## src/rtl/dpmem_sched.sv

```systemverilog
// dpmem_sched: shares one dual-port memory (1R/1W) between two requesters.
// The read and write ports each have their own round-robin arbiter.
// Read responses appear one cycle after the grant. A same-cycle write to the
// read address is forwarded through a bypass register, so reads see the new data.
module dpmem_sched #(
    parameter int ADDR_W = 4,
    parameter int DATA_W = 4,
    parameter int CNT_W  = 8
) (
    input  logic              clk,
    input  logic              rst,
    input  logic              req0_valid,
    input  logic              req0_write,
    input  logic [ADDR_W-1:0] req0_addr,
    input  logic [DATA_W-1:0] req0_wdata,
    output logic              req0_ready,
    output logic              rsp0_valid,
    output logic [DATA_W-1:0] rsp0_rdata,
    input  logic              req1_valid,
    input  logic              req1_write,
    input  logic [ADDR_W-1:0] req1_addr,
    input  logic [DATA_W-1:0] req1_wdata,
    output logic              req1_ready,
    output logic              rsp1_valid,
    output logic [DATA_W-1:0] rsp1_rdata,
    output logic [ADDR_W-1:0] mem_ra,
    input  logic [DATA_W-1:0] mem_rd,
    output logic              mem_we,
    output logic [ADDR_W-1:0] mem_wa,
    output logic [DATA_W-1:0] mem_wd,
    output logic [CNT_W-1:0]  conflict_cnt
);

    // Two-way round-robin pick. Bit 0 is the grant for requester 0 and bit 1 is the grant for requester 1.
    // When both requesters compete, the one that did not win last time gets the grant.
    function automatic logic [1:0] rr_pick(input logic c0, input logic c1, input logic last);
        logic [1:0] g;
        g[0] = c0 && (!c1 || last);
        g[1] = c1 && (!c0 || !last);
        return g;
    endfunction

    logic              rd_cand0_s, rd_cand1_s, wr_cand0_s, wr_cand1_s;
    logic [1:0]        rd_gnt_s, wr_gnt_s;
    logic              rd_any_s, wr_any_s;
    logic              contention_s;
    logic [ADDR_W-1:0] rd_addr_s, wr_addr_s;
    logic [DATA_W-1:0] wr_data_s;

    logic              rd_last_r, wr_last_r;
    logic              rsp0_valid_r, rsp1_valid_r;
    logic              byp_r;
    logic [DATA_W-1:0] byp_data_r;
    logic [CNT_W-1:0]  conflict_cnt_r;

    // Find the candidates for each port. Reset masks them, so no grant is issued while rst is high.
    always_comb begin
        rd_cand0_s   = req0_valid && !req0_write && !rst;
        rd_cand1_s   = req1_valid && !req1_write && !rst;
        wr_cand0_s   = req0_valid &&  req0_write && !rst;
        wr_cand1_s   = req1_valid &&  req1_write && !rst;
        contention_s = (req0_valid && req1_valid && (req0_write == req1_write));
        rd_gnt_s     = rr_pick(rd_cand0_s, rd_cand1_s, rd_last_r);
        wr_gnt_s     = rr_pick(wr_cand0_s, wr_cand1_s, wr_last_r);
        rd_any_s     = |rd_gnt_s;
        wr_any_s     = |wr_gnt_s;
    end

    // Select the granted command fields. A port with no grant drives zeros.
    always_comb begin
        rd_addr_s = '0;
        wr_addr_s = '0;
        wr_data_s = '0;
        if (rd_gnt_s[0]) begin
            rd_addr_s = req0_addr;
        end else if (rd_gnt_s[1]) begin
            rd_addr_s = req1_addr;
        end else begin
            rd_addr_s = '0;
        end
        if (wr_gnt_s[0]) begin
            wr_addr_s = req0_addr;
            wr_data_s = req0_wdata;
        end else if (wr_gnt_s[1]) begin
            wr_addr_s = req1_addr;
            wr_data_s = req1_wdata;
        end else begin
            wr_addr_s = '0;
            wr_data_s = '0;
        end
    end

    // Update the arbitration pointers, the response tags, the bypass capture and the saturating contention counter.
    always_ff @(posedge clk) begin
        if (rst) begin
            rd_last_r      <= 1'b1;
            wr_last_r      <= 1'b1;
            rsp0_valid_r   <= 1'b0;
            rsp1_valid_r   <= 1'b0;
            byp_r          <= 1'b0;
            byp_data_r     <= '0;
            conflict_cnt_r <= '0;
        end else begin
            if (rd_any_s) begin
                rd_last_r <= rd_gnt_s[1];
            end else begin
                rd_last_r <= rd_last_r;
            end
            if (wr_any_s) begin
                wr_last_r <= wr_gnt_s[1];
            end else begin
                wr_last_r <= wr_last_r;
            end
            rsp0_valid_r <= rd_gnt_s[0];
            rsp1_valid_r <= rd_gnt_s[1];
            byp_r        <= rd_any_s && wr_any_s && (rd_addr_s == wr_addr_s);
            byp_data_r   <= wr_data_s;
            if (contention_s && (conflict_cnt_r != {CNT_W{1'b1}})) begin
                conflict_cnt_r <= conflict_cnt_r + CNT_W'(1);
            end else begin
                conflict_cnt_r <= conflict_cnt_r;
            end
        end
    end

    // Drive the outputs. Read data comes from the memory or from the bypass register, and is zero when no response is valid.
    always_comb begin
        req0_ready   = rd_gnt_s[0] || wr_gnt_s[0];
        req1_ready   = rd_gnt_s[1] || wr_gnt_s[1];
        mem_ra       = rd_addr_s;
        mem_we       = wr_any_s;
        mem_wa       = wr_addr_s;
        mem_wd       = wr_data_s;
        rsp0_valid   = rsp0_valid_r;
        rsp1_valid   = rsp1_valid_r;
        conflict_cnt = conflict_cnt_r;
        if (rsp0_valid_r) begin
            rsp0_rdata = byp_r ? byp_data_r : mem_rd;
        end else begin
            rsp0_rdata = '0;
        end
        if (rsp1_valid_r) begin
            rsp1_rdata = byp_r ? byp_data_r : mem_rd;
        end else begin
            rsp1_rdata = '0;
        end
    end

endmodule

```

## config.mk

```make
export PLATFORM = sky130hd
export DESIGN_NAME = dpmem_sched
export DESIGN_NICKNAME = d
export VERILOG_FILES = /design/src/rtl/dpmem_sched.sv
export SDC_FILE = /design/constraint.sdc
export NUM_CORES = 1
export LEC_CHECK = 0
export CAP_MARGIN = 20
export CORE_MARGIN = 2
export CORE_UTILIZATION = 30
export DETAILED_ROUTE_END_ITERATION = 6
export HOLD_SLACK_MARGIN = 0.12
export SLEW_MARGIN = 20
export SYNTH_ARGS = -nofsm -noshare
export SYNTH_HDL_FRONTEND = slang
export SYNTH_SLANG_ARGS = --single-unit
```

## constraint.sdc

```tcl
create_clock -name clk -period 2.8 [get_ports clk]
set_input_delay 0.56 -clock clk [delete_from_list [all_inputs] [get_ports clk]]
set_output_delay 0.56 -clock clk [all_outputs]
set_load 0.03 [all_outputs]
```

==> summary.txt, run 1 <==
STA
  – Fin Clk Skew: 4.96 ps
  – Post-layout min period: 2700 ps
  – Worst-margin pin slew: 449 ps
  – RSZ-0062 raised after global routing: false
  – Total Neg Setup Slack: 0 ps
  – WHS: 498 ps
  – Max Clk Rate: about 370 MHz
  – Final setup vio count: 0
  – Final period util: 96.3%
  – Max_slew headroom: 70.0%
  – Max-slew violation count: 0
  – Final Hold Viols: 0

Clock tree
  – Hold_buf cts: 0
  – Worst-case clock buffer depth: 2
  – Clock sink count: 17
  – Resize count post-CTS: 0
  – Clock latency on the worst-skew pair: 250 ps
  – Clock slew at reported path FFs: 70 ps
  – CTS HTree Levels: 1
  – Setup bufs post-CTS: 0
  – CTS Buf Count: 3
  – CTS tree: yes
  – Cell at the root of the clock tree: clkbuf_8

Setup path
  – CP peak stage delay: 550 ps
  – CP Cell Sequence: clkdlybuf4s50_1 -> nand2_1 -> or3b_2 -> a21oi_2 -> buf_4
  – Reg-to-reg startpoint: wr_last_r$_SDFFE_PP1N_
  – Slack of the worst reg-to-reg path: 980 ps
  – Req. time, crit path: 2240 ps
  – Critical Path Source Type: input port
  – Arr. time, crit path: 2140 ps
  – Worst R2R Path Depth: 5
  – Slowest cell on the critical path: clkdlybuf4s50_1
  – CP Capture Type: primary output
  – Reg-to-Reg End: byp_r$_SDFF_PP0_
  – CP top delay family: buffers and inverters
  – Buf/Inv on CP: 2
  – Type of the worst setup path: input port to primary output
  – Crit-path max FO: 6

Min path
  – Hold Path Class: flop to flop
  – Hold EP: wr_last_r$_SDFFE_PP1N_
  – Hold Crit Depth: 2
  – Min-delay src: wr_last_r$_SDFFE_PP1N_

Place
  – Number of buffers added on ports: 58
  – HPWL Detailed: 2.60 mm
  – Placed insts: roughly 230
  – GP Congestion: roughly 0.8

Detailed routing
  – Antenna-violating nets left: 0
  – DR DRC count: 0
  – Vias after detailed routing: 1193
  – Routed len/inst: approximately 13 um
  – DR iter-0 viols: 24
  – Via density: ~5.0
  – First-pass iteration count of the detailed router: 4
  – Final WL: between 3 and 4 mm

Power and ir drop
  – P_sw: around 180 uW
  – Sequential share of power: 41.2%
  – VDD IR max: 129 uV
  – Leakage power: 0.000717 uW
  – Pwr Density: 347 mW/mm2
  – Switching portion of total power: 29.2%
  – Clock power frac: 29.0%
  – P_int: roughly 440 uW
  – Gate power share: 29.8%

Global routing
  – GRT Overall Usage: ~16%
  – First-pass GRT wire length: 5.33 mm
  – Total grt overflow: 0
  – Initial antenna violation count: 0
  – Number of global-route vias before repair: 1167
  – Pin count of the biggest net entering global routing: 15

Yosys
  – Top post-synthesis cells by area: dfxtp_1 31%, a22o_1 9.5%, nor2b_1 5.7%
  – Synth Flop Type: dfxtp_1
  – Post-synthesis net count: between 150 and 200
  – Post-synth EDFFs: 0
  – Async S/R FF share, synth: 0%
  – Syn Area/Cell: 8.81 um2
  – Sequential element share of the synthesized area: 30.9%
  – Synth area leader: dfxtp_1
  – Distinct cells, synth: 36
  – Mapped cell area: 0.00110 mm2
  – Synth top area share: between 30% and 40%
  – Synth Instances: 125
  – Post-synthesis register bit count: 17
  – Synth Warn #: 0

Layout
  – N_diodes: 0
  – Layout cells sized above 1: about a fifth
  – Util after Layout: between 40% and 50%
  – Finished Layout Cells: 238
  – Synth-to-layout area growth: 62.2%
  – Fillers: between 300 and 400
  – Final layout net count: approximately 220

Floorplan
  – Core region area: 0.00361 mm2
  – Top Ports: 59
  – DIE AREA: 0.00417 mm2
  – Initial Util: between 30 and 40%
  – Die Width: 64.6 um
  – # rows: 22
  – Die height: 64.6 um

Outcome
  – Status: finished clean

Flow run
  – Max cap viols: 0
[per-stage QoR]
stage	setup WS [ps]	total power [uW]	cell area, um2
2_1_floorplan	217	355	1100
3_3_place_gp	155	443	1740
3_5_place_dp	114	445	1740
4_1_cts	109	625	1790
5_1_grt	22.4	652	1790
6_report	103	619	1790
[placed cells by master, fill, tap and decap left out, drive strengths merged, types with 3 or more instances in the layout]
cell type      Yosys  layout
clkdlybuf4s50      0      43
a21oi              6       6
a22o              12      12
dfxtp             17      17
nor2b             10      10
nand4              5       5
nand2              9       9
xor2               6       6
inv                3       3
buf                3      24
clkbuf             3       3
mux2i              6       6
nor2               9       9
and3               4       4
nor3b              3       3
o21ai              5       5
[routing by layer]
metal  part of all wire [%]  global-route usage (%)
met1                     46                    20.8
met2                     48                    25.9
met3                    4.6                    2.43
met4                    1.3                    6.91
met5                      0                       0
[sequential cells by signal (all words and copies together) (netlist names)]
signal        count
byp_r             1
rd_last_r         1
byp_data_r        4
rsp1_valid        1
wr_last_r         1
rsp0_valid        1
conflict_cnt      8
[how the worst max path moves through the flow]
stage,from,endpoint,slack (ps),depth (start not counted)
2_1_floorplan,rst,mem_wa[1],220,4
3_3_place_gp,req0_write,mem_wa[2],160,5
3_5_place_dp,req0_write,mem_wa[2],110,5
4_1_cts,req0_write,mem_wa[2],110,5
5_1_grt,req0_write,mem_wa[2],20,5
6_report,req0_write,mem_wa[2],100,5
[tightest hold or removal path, cell delays in order, from the launching register on]
cell	delay, ps
dfxtp_1	350
a21oi_1	70
nand2_1	60
[power by group through the flow]
| stage | clock [uW] | sequential (uW) | combinational, uW |
|---|---|---|---|
| detailed placement | 0 | 261 | 184 |
| global placement | 0 | 261 | 183 |
| finish | 179 | 255 | 185 |
| floorplan | 0 | 264 | 90.9 |
| global route | 198 | 256 | 197 |
| CTS | 185 | 255 | 185 |
[cells by family after synthesis]
logic type | after synthesis | synth area share, %
simple gates | 54 | 30.8
flops | 17 | 30.9
compound gates | 30 | 21.4
xor+xnor | 8 | 6.36
mux | 6 | 5.45
fa+ha+maj | 1 | 1.14
buf+inv | 9 | 3.98
[Yosys cell counts (all sizes together), types with 3 or more instances]
master / count
o21ai: 5
inv: 3
buf: 3
mux2i: 6
nand2: 9
clkbuf: 3
nor2b: 10
nand4: 5
a22o: 12
nor3b: 3
nor2: 9
a21oi: 6
dfxtp: 17
and3: 4
xor2: 6
[cell type report]
type	instances	area, um2	share of cell area (%)
Sequential cell	17	340	19.1
Multi-Input combinational cell	99	717	40.2
Tap cell	48	60.1	3.36
Inverter	3	11.3	0.631
Timing Repair Buffer	67	611	34.2
Clock buffer	3	41.3	2.31
Clock inverter	1	5.00	0.280
Note: power is estimated with default switching activity, not from simulation.
==> run 2, diff against run 1 <==
clock period = 2.9 ns   (was 2.8 ns; I/O delays follow)
==> run 2 against run 1 <==
Hold slack better by 11 ps. Register-to-register slack improved by 190 ps. Critical path type unchanged. Count of clock-buffer cells in the layout stayed put.
==> summary.txt, run 2 (synthesis results as in run 1) <==
Layout
  – Final layout net count: 216
  – Layout cells sized above 1: 19.1%
  – N_diodes: 0
  – Commonest cells after routing, fill and taps aside: 43 x clkdlybuf4s50_1, 22 x buf_4, 17 x dfxtp_1
  – Synth-to-layout area growth: 60.8%
  – Most common cell after layout, fill and taps aside: clkdlybuf4s50_1
  – Util after Layout: 49.1%
  – Max reg flops: 8

STA
  – Final WS setup: 134 ps
  – Final period util: between 90 and 100%
  – Fin Clk Skew: just under 4 ps
  – Final Hold Viols: 0
  – Max_slew headroom: between 70% and 80%
  – Max-slew violation count: 0
  – Post-layout min period: 2770 ps
  – Total Neg Setup Slack: 0 ps
  – Final setup vio count: 0
  – RSZ-0062 raised after global routing: false
  – Worst-margin pin slew: 432 ps
  – Max Clk Rate: 362 MHz

Detailed routing
  – First-pass iteration count of the detailed router: 4
  – DR iter-0 viols: a little over 40
  – Final WL: 3.22 mm
  – Via density: 5.04
  – Vias after detailed routing: 1189
  – DR DRC count: 0
  – Routed len/inst: 13.6 um
  – Antenna-violating nets left: 0

Power and ir drop
  – P_int: 422 uW
  – Pwr Density: 337 mW/mm2
  – P_sw: 175 uW
  – PnR Total Power: 596 uW
  – Sequential share of power: 41.4%
  – VDD IR max: 156 uV
  – Switching portion of total power: 29.3%
  – Gate power share: 29.5%
  – Leakage power: 0.000707 uW
  – Clock power frac: between 20 and 30%

Floorplan
  – Top Ports: 59
  – Core region area: 0.00361 mm2
  – Die Width: ~65 um
  – Initial Util: between 30% and 40%
  – DIE AREA: 0.00417 mm2
  – # rows: 22
  – Die height: 64.6 um

Setup path
  – Slowest cell on the critical path: clkdlybuf4s50_1
  – Type of the worst setup path: input port to primary output
  – Arr. time, crit path: 2190 ps
  – Req. time, crit path: 2320 ps
  – Critical Path Source Type: input port
  – CP peak stage delay: 580 ps
  – CP Capture Type: primary output
  – Crit-path max FO: 6
  – Slack of the worst reg-to-reg path: around 1200 ps
  – CP Cell Sequence: clkdlybuf4s50_1 -> nand2_1 -> or3b_2 -> a21oi_2 -> buf_4

Place
  – HPWL Detailed: about 2.7 mm
  – Number of buffers added on ports: 58
  – GP Congestion: 0.762
  – Place WS: 165 ps

Clock tree
  – Setup bufs post-CTS: 0
  – CTS HTree Levels: 1
  – Worst-case clock buffer depth: 2
  – CTS tree: yes
  – Clock sink count: 17
  – Hold_buf cts: 0
  – Cell at the root of the clock tree: clkbuf_8
  – Clock slew at reported path FFs: 70 ps
  – Resize count post-CTS: 0
  – Clock latency on the worst-skew pair: 250 ps
  – CTS Buf Count: 3

Global routing
  – First-pass GRT wire length: 5.31 mm
  – Total grt overflow: 0
  – Initial antenna violation count: 0
  – GRT Overall Usage: between 15 and 20%
  – Pin count of the biggest net entering global routing: 15
  – Number of global-route vias before repair: 1146

Min path
  – Hold Path Class: flop to flop

Flow run
  – Max cap viols: 0

Outcome
  – Status: finished clean
run 2: changes by cell type in the layout (fill, tap and decap cells not counted), sizes merged:
cell  previous run  this run
buf             24        22
run 2: worst paths after layout:
kind / cells after the start / start / to
worst min-delay path: 2 / wr_last_r$_SDFFE_PP1N_ / wr_last_r$_SDFFE_PP1N_
worst min register to register: 2 / wr_last_r$_SDFFE_PP1N_ / wr_last_r$_SDFFE_PP1N_
worst max-delay path: 5 / req0_valid / mem_wa[2]
worst max register to register: 5 / wr_last_r$_SDFFE_PP1N_ / byp_r$_SDFF_PP0_
run 2: stage by stage:
step           hold slack, ps  instances  instance area, um2
5_1_grt                   555        236                1770
4_1_cts                   512        236                1770
2_1_floorplan             453        125                1100
3_5_place_dp              493        232                1720
3_3_place_gp              495        232                1720
6_report                  509        236                1770
run 2: power by group through the flow:
stage                     clock, uW  sequential (uW)  combinational, uW
after floorplan                   0              255               87.7
after global placement            0              252                174
after detailed placement          0              252                176
after CTS                       178              247                177
after global routing            189              247                188
final                           174              247                176
run 2: final cells by class:
cell class	count	area (um2)
Clock buffer	3	41.3
Timing Repair Buffer	65	596
Inverter	3	11.3
Tap cell	48	60.1
Sequential cell	17	340
Clock inverter	1	5.00
Multi-Input combinational cell	99	717
Fill cell	350	1840
run 2: critical path, delay by kind of cell:
kind,cells,cell delay (ps)
AOI/OAI and AO/OA,1,170
buffers and inverters,2,760
and+or+nand+nor,2,680
run 2: layer usage:
layer / track usage, % / up-vias / wire length, um
met1: 20.4 / 576 / 1450
met2: 26.8 / 30 / 1650
met5: 0 / - / 0
met4: 4.79 / 0 / 16
met3: 2.26 / 2 / 101
li1: - / 581 / -
